`src/rtl/pic_pkg.sv`:
```
// Shared definitions for the PIC command sequencer: command codes, FSM states
// and the ICW1 pattern test used wherever a write is classified.
package pic_pkg;

  localparam logic [2:0] CMD_ICW1 = 3'b000;
  localparam logic [2:0] CMD_ICW2 = 3'b001;
  localparam logic [2:0] CMD_ICW3 = 3'b010;
  localparam logic [2:0] CMD_ICW4 = 3'b011;
  localparam logic [2:0] CMD_OCW1 = 3'b100;
  localparam logic [2:0] CMD_OCW2 = 3'b101;
  localparam logic [2:0] CMD_OCW3 = 3'b110;

  typedef enum logic [2:0] {
    ST_IDLE      = 3'd0,
    ST_WAIT_ICW2 = 3'd1,
    ST_WAIT_ICW3 = 3'd2,
    ST_WAIT_ICW4 = 3'd3,
    ST_READY     = 3'd4
  } state_t;

  // ICW1 is recognised by A0=0 with D4 set, regardless of sequencer state.
  function automatic logic is_icw1(input logic a0, input logic [7:0] din);
    return (a0 == 1'b0) && din[4];
  endfunction

endpackage

```
`src/rtl/pic_cmd_sequencer_if.sv`:
```
// CPU write port and command-forwarding outputs of the PIC command sequencer.
interface pic_cmd_sequencer_if;

  logic       cs_n;
  logic       wr_n;
  logic       a0;
  logic [7:0] din;
  logic       cmd_valid;
  logic [2:0] cmd_code;
  logic [7:0] cmd_data;
  logic       no_icw4;
  logic       sngl;
  logic       init_busy;
  logic       ready;
  logic       seq_err;

  modport master (
    output cs_n, wr_n, a0, din,
    input  cmd_valid, cmd_code, cmd_data, no_icw4, sngl, init_busy, ready, seq_err
  );

  modport slave (
    input  cs_n, wr_n, a0, din,
    output cmd_valid, cmd_code, cmd_data, no_icw4, sngl, init_busy, ready, seq_err
  );

endinterface

```
`src/rtl/pic_wr_edge.sv`:
```
// Input sampling stage: registers the CPU strobes/bus and flags a write on the
// first cycle wr_n is seen high after a chip-selected low sample.
module pic_wr_edge (
  input  logic       clk,
  input  logic       rst_n,
  input  logic       i_cs_n,
  input  logic       i_wr_n,
  input  logic       i_a0,
  input  logic [7:0] i_din,
  output logic       o_wr_evt,
  output logic       o_a0_q,
  output logic [7:0] o_din_q
);

  logic       r_cs_q;
  logic       r_wr_q;
  logic       r_a0_q;
  logic [7:0] r_din_q;

  // wr_q resets high so a strobe interrupted by reset cannot complete later.
  always_ff @(posedge clk or negedge rst_n) begin
    if (!rst_n) begin
      r_cs_q  <= 1'b1;
      r_wr_q  <= 1'b1;
      r_a0_q  <= 1'b0;
      r_din_q <= 8'h00;
    end else begin
      r_cs_q  <= i_cs_n;
      r_wr_q  <= i_wr_n;
      r_a0_q  <= i_a0;
      r_din_q <= i_din;
    end
  end

  assign o_wr_evt = !r_wr_q && !r_cs_q && i_wr_n;
  assign o_a0_q   = r_a0_q;
  assign o_din_q  = r_din_q;

endmodule

```
`src/rtl/pic_cmd_sequencer.sv`:
```
// 8259A-style command sequencer: classifies CPU writes as ICW1-4 / OCW1-3,
// tracks the initialization sequence and forwards accepted commands.
import pic_pkg::*;

module pic_cmd_sequencer #(
  parameter bit CASCADE_EN = 1'b1
) (
  input logic                clk,
  input logic                rst_n,
  pic_cmd_sequencer_if.slave bus
);

  logic       w_wr_evt;
  logic       w_a0_q;
  logic [7:0] w_din_q;

  state_t     r_state;
  logic       r_cmd_valid;
  logic [2:0] r_cmd_code;
  logic [7:0] r_cmd_data;
  logic       r_no_icw4;
  logic       r_sngl;
  logic       r_seq_err;

  state_t     w_state_next;
  logic       w_cmd_valid_next;
  logic [2:0] w_cmd_code_next;
  logic [7:0] w_cmd_data_next;
  logic       w_no_icw4_next;
  logic       w_sngl_next;
  logic       w_seq_err_next;
  logic       w_emit;
  logic [2:0] w_emit_code;

  pic_wr_edge u_wr_edge (
    .clk      (clk),
    .rst_n    (rst_n),
    .i_cs_n   (bus.cs_n),
    .i_wr_n   (bus.wr_n),
    .i_a0     (bus.a0),
    .i_din    (bus.din),
    .o_wr_evt (w_wr_evt),
    .o_a0_q   (w_a0_q),
    .o_din_q  (w_din_q)
  );

  always_ff @(posedge clk or negedge rst_n) begin
    if (!rst_n) begin
      r_state     <= ST_IDLE;
      r_cmd_valid <= 1'b0;
      r_cmd_code  <= CMD_ICW1;
      r_cmd_data  <= 8'h00;
      r_no_icw4   <= 1'b1;
      r_sngl      <= 1'b1;
      r_seq_err   <= 1'b0;
    end else begin
      r_state     <= w_state_next;
      r_cmd_valid <= w_cmd_valid_next;
      r_cmd_code  <= w_cmd_code_next;
      r_cmd_data  <= w_cmd_data_next;
      r_no_icw4   <= w_no_icw4_next;
      r_sngl      <= w_sngl_next;
      r_seq_err   <= w_seq_err_next;
    end
  end

  always_comb begin
    w_state_next     = r_state;
    w_no_icw4_next   = r_no_icw4;
    w_sngl_next      = r_sngl;
    w_seq_err_next   = 1'b0;
    w_emit           = 1'b0;
    w_emit_code      = CMD_ICW1;

    if (w_wr_evt) begin
      if (is_icw1(w_a0_q, w_din_q)) begin
        w_emit         = 1'b1;
        w_emit_code    = CMD_ICW1;
        w_no_icw4_next = ~w_din_q[0];
        w_sngl_next    = w_din_q[1];
        w_state_next   = ST_WAIT_ICW2;
      end else begin
        unique case (r_state)
          ST_IDLE: w_seq_err_next = 1'b1;
          ST_WAIT_ICW2: begin
            if (w_a0_q) begin
              w_emit      = 1'b1;
              w_emit_code = CMD_ICW2;
              if (!r_sngl && CASCADE_EN)
                w_state_next = ST_WAIT_ICW3;
              else if (!r_no_icw4)
                w_state_next = ST_WAIT_ICW4;
              else
                w_state_next = ST_READY;
            end else begin
              w_seq_err_next = 1'b1;
            end
          end
          ST_WAIT_ICW3: begin
            if (w_a0_q) begin
              w_emit       = 1'b1;
              w_emit_code  = CMD_ICW3;
              w_state_next = r_no_icw4 ? ST_READY : ST_WAIT_ICW4;
            end else begin
              w_seq_err_next = 1'b1;
            end
          end
          ST_WAIT_ICW4: begin
            if (w_a0_q) begin
              w_emit       = 1'b1;
              w_emit_code  = CMD_ICW4;
              w_state_next = ST_READY;
            end else begin
              w_seq_err_next = 1'b1;
            end
          end
          ST_READY: begin
            w_emit = 1'b1;
            if (w_a0_q)
              w_emit_code = CMD_OCW1;
            else if (w_din_q[3])
              w_emit_code = CMD_OCW3;
            else
              w_emit_code = CMD_OCW2;
          end
          default: w_state_next = ST_IDLE;
        endcase
      end
    end

    // Code and data hold between emitted commands.
    w_cmd_valid_next = w_emit;
    w_cmd_code_next  = w_emit ? w_emit_code : r_cmd_code;
    w_cmd_data_next  = w_emit ? w_din_q : r_cmd_data;
  end

  assign bus.cmd_valid = r_cmd_valid;
  assign bus.cmd_code  = r_cmd_code;
  assign bus.cmd_data  = r_cmd_data;
  assign bus.no_icw4   = r_no_icw4;
  assign bus.sngl      = r_sngl;
  assign bus.seq_err   = r_seq_err;
  assign bus.init_busy = (r_state == ST_WAIT_ICW2) || (r_state == ST_WAIT_ICW3) ||
                         (r_state == ST_WAIT_ICW4);
  assign bus.ready     = (r_state == ST_READY);

endmodule

```
`src/flat_wrapper.sv`:
```
// flat-port wrapper written by rule: the top's interface ports become plain ports
module pic_cmd_sequencer_flat 
#(
  parameter bit CASCADE_EN = 1'b1
)
  (clk, rst_n, bus_cs_n, bus_wr_n, bus_a0, bus_din, bus_cmd_valid, bus_cmd_code, bus_cmd_data, bus_no_icw4, bus_sngl, bus_init_busy, bus_ready, bus_seq_err);
  pic_cmd_sequencer_if bus_i ();
  input logic clk;
  input logic rst_n;
  input wire logic [$bits(bus_i.cs_n)-1:0] bus_cs_n;
  input wire logic [$bits(bus_i.wr_n)-1:0] bus_wr_n;
  input wire logic [$bits(bus_i.a0)-1:0] bus_a0;
  input wire logic [$bits(bus_i.din)-1:0] bus_din;
  output wire logic [$bits(bus_i.cmd_valid)-1:0] bus_cmd_valid;
  output wire logic [$bits(bus_i.cmd_code)-1:0] bus_cmd_code;
  output wire logic [$bits(bus_i.cmd_data)-1:0] bus_cmd_data;
  output wire logic [$bits(bus_i.no_icw4)-1:0] bus_no_icw4;
  output wire logic [$bits(bus_i.sngl)-1:0] bus_sngl;
  output wire logic [$bits(bus_i.init_busy)-1:0] bus_init_busy;
  output wire logic [$bits(bus_i.ready)-1:0] bus_ready;
  output wire logic [$bits(bus_i.seq_err)-1:0] bus_seq_err;
  assign bus_i.cs_n = bus_cs_n;
  assign bus_i.wr_n = bus_wr_n;
  assign bus_i.a0 = bus_a0;
  assign bus_i.din = bus_din;
  assign bus_cmd_valid = bus_i.cmd_valid;
  assign bus_cmd_code = bus_i.cmd_code;
  assign bus_cmd_data = bus_i.cmd_data;
  assign bus_no_icw4 = bus_i.no_icw4;
  assign bus_sngl = bus_i.sngl;
  assign bus_init_busy = bus_i.init_busy;
  assign bus_ready = bus_i.ready;
  assign bus_seq_err = bus_i.seq_err;
  pic_cmd_sequencer #(.CASCADE_EN(CASCADE_EN)) u_core (.clk(clk), .rst_n(rst_n), .bus(bus_i));
endmodule
```
`config.mk`:
```
export PLATFORM = sky130hd
export DESIGN_NAME = pic_cmd_sequencer_flat
export DESIGN_NICKNAME = d
export VERILOG_FILES = /design/src/rtl/pic_pkg.sv /design/src/rtl/pic_cmd_sequencer_if.sv /design/src/rtl/pic_wr_edge.sv /design/src/rtl/pic_cmd_sequencer.sv /design/src/flat_wrapper.sv
export SDC_FILE = /design/constraint.sdc
export NUM_CORES = 1
export LEC_CHECK = 0
export BUFFER_PORTS_ARGS = -buffer_cell sky130_fd_sc_hd__buf_2
export CAP_MARGIN = 20
export CORE_ASPECT_RATIO = 0.9
export CORE_MARGIN = 8
export CORE_UTILIZATION = 49
export CTS_BUF_LIST = sky130_fd_sc_hd__clkbuf_8
export CTS_CLUSTER_SIZE = 28
export DETAILED_ROUTE_END_ITERATION = 8
export GPL_TIMING_DRIVEN = 0
export PLACE_DENSITY_LB_ADDON = 0.12
export SYNTH_ARGS = -nofsm -noshare
export SYNTH_HDL_FRONTEND = slang
export SYNTH_SLANG_ARGS = --single-unit
```
`constraint.sdc`:
```
create_clock -name clk -period 1.7 [get_ports clk]
set_clock_uncertainty 0.15 [all_clocks]
set_input_delay 0.34 -clock clk [delete_from_list [all_inputs] [get_ports clk]]
set_output_delay 0.34 -clock clk [all_outputs]
set_load 0.005 [all_outputs]
```
==> results of run 1 <==
## through the flow
stage                     worst slack, ns  setup TNS, ns  utilization, %
after floorplan                    0.0359              0               -
after global placement            -0.0611         -0.540            58.1
after detailed placement          -0.0695         -0.632            58.1
after CTS                         -0.0412         -0.262            66.9
after global routing              -0.0238        -0.0836            69.3
final                              0.0284              0            69.3
## area by class of cell
cell class | count | share of cell area [%]
timing repair buffer | 44 | 16.0
clock buffer | 6 | 4.95
buffer | 4 | 2.70
inverter | 3 | 0.976
multi-input combinational | 53 | 27.3
sequential | 29 | 43.9
clock inverter | 2 | 2.03
tap | 28 | 2.10
## cells by family after synthesis
family | share of synthesized area, %
and+or+nand+nor | 12.7
DFF | 60.1
AOI/OAI and AO/OA | 10.8
buffers and inverters | 3.50
muxes | 13.0
## timing repair
item | 4_1_cts | 5_1_grt
pin swaps | 2 | 1
setup buffers | 7 | 5
setup endpoints to repair | 10 | 13
hold buffers | 1 | 1
endpoints found under the hold margin | 25 | 1
gates cloned | 1 | 0
resized for setup | 8 | 4
## placed cells by master, fill, tap and decap left out, types with 2 or more instances in the layout
cell,count
buf_2,29
dfrtp_1,24
buf_4,12
mux2_4,10
o21ai_0,7
a21oi_1,6
clkbuf_8,6
buf_6,5
nor2_1,5
dfstp_2,4
inv_1,3
nand3_1,3
nor2b_4,2
nand2_1,2
a31oi_1,2
dlygate4sd3_1,2
## power by group
group          internal (mW)  leakage (nW)  total, mW  switching, mW
Combinational          0.579         0.415       1.01          0.432
Sequential             0.876         0.348      0.970         0.0942
Clock                  0.471        0.0626      0.713          0.242
Total                   1.93         0.826       2.69          0.768
## flip-flops by register name, summed over array words and instances (netlist names)
register,flops
u_core.u_wr_edge.o_din_q,8
u_core.bus.cmd_code,3
u_core.r_state,3
u_core.bus.sngl,1
u_core.u_wr_edge.o_a0_q,1
u_core.u_wr_edge.r_wr_q,1
u_core.bus.no_icw4,1
u_core.bus.cmd_data,8
u_core.u_wr_edge.r_cs_q,1
u_core.bus.seq_err,1
u_core.bus.cmd_valid,1
## metal layers
layer  global-route usage [%]  vias to the layer above
met5                        0                        -
met4                     3.84                        0
met3                     7.42                        4
met2                     17.9                       34
met1                     14.6                      423
li1                         -                      414
## worst max-delay path: stages, from the launching register on
cell and delay [ns]:
dfrtp_1 0.37, buf_6 0.14, nor3_4 0.24, buf_2 0.16
## final timing paths
check / cells after the start / slack [ns] / end / startpoint
worst min-delay path: 1 / 0.02 / u_core.u_wr_edge.o_din_q[2]$_DFF_PN0_ / bus_din[2]
worst min register to register: 1 / 0.27 / u_core.bus.no_icw4$_DFFE_PN1P_ / u_core.u_wr_edge.o_din_q[0]$_DFF_PN0_
worst max register to register: 5 / 0.03 / u_core.bus.cmd_data[7]$_DFFE_PN0P_ / u_core.u_wr_edge.o_a0_q$_DFF_PN0_
max in group asynchronous: 2 / 0.51 / u_core.u_wr_edge.o_a0_q$_DFF_PN0_ / rst_n
min in group asynchronous: 2 / 0.46 / u_core.bus.cmd_data[2]$_DFFE_PN0P_ / rst_n
worst max-delay path: 3 / 0.03 / bus_ready / u_core.r_state[1]$_DFFE_PN0P_
==> impl_metrics.tcl, run 1 <==
set metrics [dict create \
    num-fill-cells 176 \
    area_delta_synth_final_pct 37.0 \
    overflow 0 \
    cp_max_fo 7 \
    ys.flop_type "dfrtp_1" \
    dieWidth_um 68.5 \
    synth_top_area_share_pct 51.4 \
    fin_crit_sh_pct 98.3 \
    worstSetupStartpointType "flip-flop" \
    crit_type "reg2out" \
    status "complete, no violations" \
    worstHoldPathType "in2reg" \
    synth.distinct_cells 30 \
    cts_buffers 5 \
    syn-cell-area_um2 1220 \
    vias_per_cell 5.18 \
    avgSynthCellArea_um2 13.7 \
    met2_length_um 1130 \
    grt_max_degree 30 \
    cp.required_ns 1.21 \
    antenna_found_initial 0 \
    grtUsageTotal_pct 12.3 \
    rsz0062_at_grt "true" \
    placed_cells 146 \
    drive_above_1_share_pct 54.6 \
    cts_tree "done" \
    yosys.cell_count.top_type "dfrtp_1" \
    cts_sinks 29 \
    netlist_instances 89 \
    synth_edf_count 0 \
    core.rowCount 17 \
    stdcell_area_um2 1670 \
    yosys_register_bits 29 \
    synthTopCellsByArea "dfrtp_1 51%, mux2_4 11%, dfstp_2 8.6%" \
    synth_common_cells "25 x dfrtp_1, 9 x mux2_4, 7 x o21ai_0" \
    core-area_um2 2400 \
    finalMaxSlewViolations 0 \
    gp_congestion 0.865 \
    nets 153 \
    drc 0 \
    syn_nets 102 \
    m1WireLength_um 1050 \
    dpl-instance-area_um2 1400 \
    fin_cells 169 \
    antenna_left 0 \
    dieArea_um2 4330 \
    clkTransAtPathRegs_ns 0.06 \
    ys_seq_area_share_pct 60.1 \
    yosysTopAreaCell "dfrtp_1" \
    clock_path_buffers 2 \
    timing.hold.ws_ns 0.0168 \
    dr.pass1.iters 4 \
    clk_latency_ns 0.28 \
    p_total_mw 2.69 \
    multi_input_area_um2 455 \
    portBuffers 29 \
    seq_area_um2 732 \
    diodes 0 \
    finalHoldViolCount 0 \
    max_freq_ghz 0.598 \
    initial_core_util_pct 50.6 \
    routed.top_layer "met4" \
    drtIter0Drc 50 \
    max_slew.worst_pin.slew_ns 0.605 \
    htreeDepth 2 \
    dr_wl_met3_um 267 \
    async_flop_share_pct 100 \
    slew_headroom_pct 59.7 \
    grt_first_pass_wirelength_um 4000 \
    grt_pass1_vias 883 \
    die_y_um 63.3 \
    wirelength_um 2470 \
    ctsRootBufferMaster "clkbuf_8" \
    ir_drop_v 0.00120 \
    arrival_ns 1.18 \
    powerDensity_nw_per_um2 1620 \
    maxCapViolations 0 \
    dp_hpwl_um 1590 \
    wire_per_inst_um 14.6 \
    leakagePower_nw 0.826 \
    finalSetupViolations 0 \
    fin_crit_ns 1.67 \
    yosys_warnings 0 \
    end_kind "output port" \
    dr_total_vias 875 \
    ioPinCount 30 \
]
Note: power is estimated with default switching activity, not from simulation.
==> run 2, diff against run 1 <==
--- a/config.mk
+++ b/config.mk
@@ -5,11 +5,12 @@
 export SDC_FILE = /design/constraint.sdc
 export NUM_CORES = 1
 export LEC_CHECK = 0
+export ABC_CLOCK_PERIOD_IN_PS = 1700
 export BUFFER_PORTS_ARGS = -buffer_cell sky130_fd_sc_hd__buf_2
 export CAP_MARGIN = 20
 export CORE_ASPECT_RATIO = 0.9
 export CORE_MARGIN = 8
-export CORE_UTILIZATION = 49
+export CORE_UTILIZATION = 45
 export CTS_BUF_LIST = sky130_fd_sc_hd__clkbuf_8
 export CTS_CLUSTER_SIZE = 28
 export DETAILED_ROUTE_END_ITERATION = 8
==> impl_metrics.tcl, run 2 (synthesis results as in run 1) <==
set metrics [dict create \
    end_kind "flip-flop" \
    ir_drop_v 0.000821 \
    gp_congestion 0.860 \
    initial_core_util_pct 45.8 \
    dp_hpwl_um 1630 \
    fin_crit_sh_pct 101 \
    finalSetupViolations 5 \
    worst-path-buf-inv 2 \
    cts_tree "done" \
    crit_chain "buf_6, nor2_4, nor2b_4, o31ai_4, buf_6, mux2_4" \
    antenna_found_initial 0 \
    clock_path_buffers 2 \
    dr_wl_met3_um 160 \
    drtIter0Drc 55 \
    powerDensity_nw_per_um2 1620 \
    finalHoldViolCount 0 \
    leakagePower_nw 0.821 \
    routed.top_layer "met4" \
    max_slew.worst_pin.slew_ns 0.601 \
    status "complete, but fails checks" \
    dr.pass1.iters 4 \
    dpl-instance-area_um2 1400 \
    p_total_mw 2.69 \
    area_delta_synth_final_pct 36.4 \
    portBuffers 29 \
    worstHoldPathType "in2reg" \
    worst_slack_ns -0.0223 \
    dieArea_um2 4620 \
    antenna_left 0 \
    clk_latency_ns 0.27 \
    cp.required_ns 1.71 \
    overflow 0 \
    stdcell_area_um2 1660 \
    grt_first_pass_wirelength_um 4130 \
    clkTransAtPathRegs_ns 0.06 \
    crit_type "reg2reg" \
    cts_sinks 29 \
    placed_cells 148 \
    wire_per_inst_um 14.4 \
    rsz0062_at_grt "true" \
    diodes 0 \
    worstSetupStartpointType "flip-flop" \
    grt_max_degree 30 \
    htreeDepth 2 \
    core.rowCount 18 \
    cts_buffers 5 \
    grt_pass1_vias 913 \
    final_cell_mix "29 x buf_2, 24 x dfrtp_1, 12 x buf_4" \
    wirelength_um 2440 \
    core-area_um2 2660 \
    grtUsageTotal_pct 11.5 \
    ctsRootBufferMaster "clkbuf_8" \
    die_y_um 65.3 \
    crit_family "flip-flops" \
    max_freq_ghz 0.581 \
    maxCapViolations 0 \
    dieWidth_um 70.8 \
    dr_total_vias 841 \
    nets 152 \
    drc 0 \
    cpMostUsedCell "buf_6" \
    finalMaxSlewViolations 0 \
    arrival_ns 1.73 \
    ioPinCount 30 \
    fin_crit_ns 1.72 \
    drive_above_1_share_pct 55.0 \
    vias_per_cell 4.95 \
    slew_headroom_pct 59.9 \
    violations "negative setup slack" \
    slowest_stage "dfrtp_1" \
    m1WireLength_um 1040 \
    fin_cells 170 \
    cp_max_fo 5 \
    fin_util_pct 62.4 \
    final_common_cell "buf_2" \
    cpPeakStageDelay_ns 0.37 \
    met2_length_um 1200 \
]
## run 2: cell types whose count changed in the layout (fill, tap and decap cells not counted), sizes merged
cell	previous run	this run
dlygate4sd3	2	1
## run 2: worst paths after layout
kind | start | endpoint | slack (ns) | cells after the start
worst max-delay path | u_core.r_state[0]$_DFFE_PN0P_ | u_core.bus.cmd_data[6]$_DFFE_PN0P_ | -0.02 | 6
worst min register to register | u_core.u_wr_edge.o_din_q[0]$_DFF_PN0_ | u_core.bus.no_icw4$_DFFE_PN1P_ | 0.27 | 1
min in group asynchronous | rst_n | u_core.bus.cmd_data[7]$_DFFE_PN0P_ | 0.45 | 2
worst min-delay path | bus_cs_n | u_core.u_wr_edge.r_cs_q$_DFF_PN1_ | 0.01 | 1
worst max register to register | u_core.r_state[0]$_DFFE_PN0P_ | u_core.bus.cmd_data[6]$_DFFE_PN0P_ | -0.02 | 6
max in group asynchronous | rst_n | u_core.u_wr_edge.o_a0_q$_DFF_PN0_ | 0.52 | 2
## run 2: cell type report
type                    count  area (um2)
fillers                   219         998
flip-flops and latches     29         732
multi-input cells          53         455
repair buffers             43         256
clock buffers               6        82.6
plain buffers               4        45.0
well taps                  30        37.5
clock inverters             2        33.8
inverters                   3        16.3
## run 2: report_power, final
group / internal (mW) / switching, mW
sequential: 0.876 / 0.0906
clock: 0.471 / 0.238
combinational: 0.577 / 0.433
total: 1.92 / 0.763
## run 2: layer usage
metal	vias to the layer above	global-route usage, %
li1	410	-
met1	404	12.6
met2	23	18.7
met3	4	5.17
met4	0	5.70
met5	-	0
## run 2: per-stage QoR
| step | hold slack [ns] | setup slack, ns | setup TNS [ns] |
|---|---|---|---|
| 5_1_grt | 0.00688 | -0.0744 | -0.679 |
| 6_report | 0.0133 | -0.0223 | -0.109 |
| 3_3_place_gp | 0.235 | -0.0649 | -0.568 |
| 4_1_cts | 0.00741 | -0.0657 | -0.557 |
| 2_1_floorplan | -0.106 | 0.0359 | 0 |
| 3_5_place_dp | 0.243 | -0.0715 | -0.638 |
## run 2: timing repair
action / in CTS / in global routing
pin swaps: 2 / 1
hold buffers: 1 / 0
setup endpoints to repair: 10 / 13
gates cloned: 1 / 0
endpoints found under the hold margin: 25 / 0
gates resized for setup: 7 / 5
buffers inserted: 8 / 4
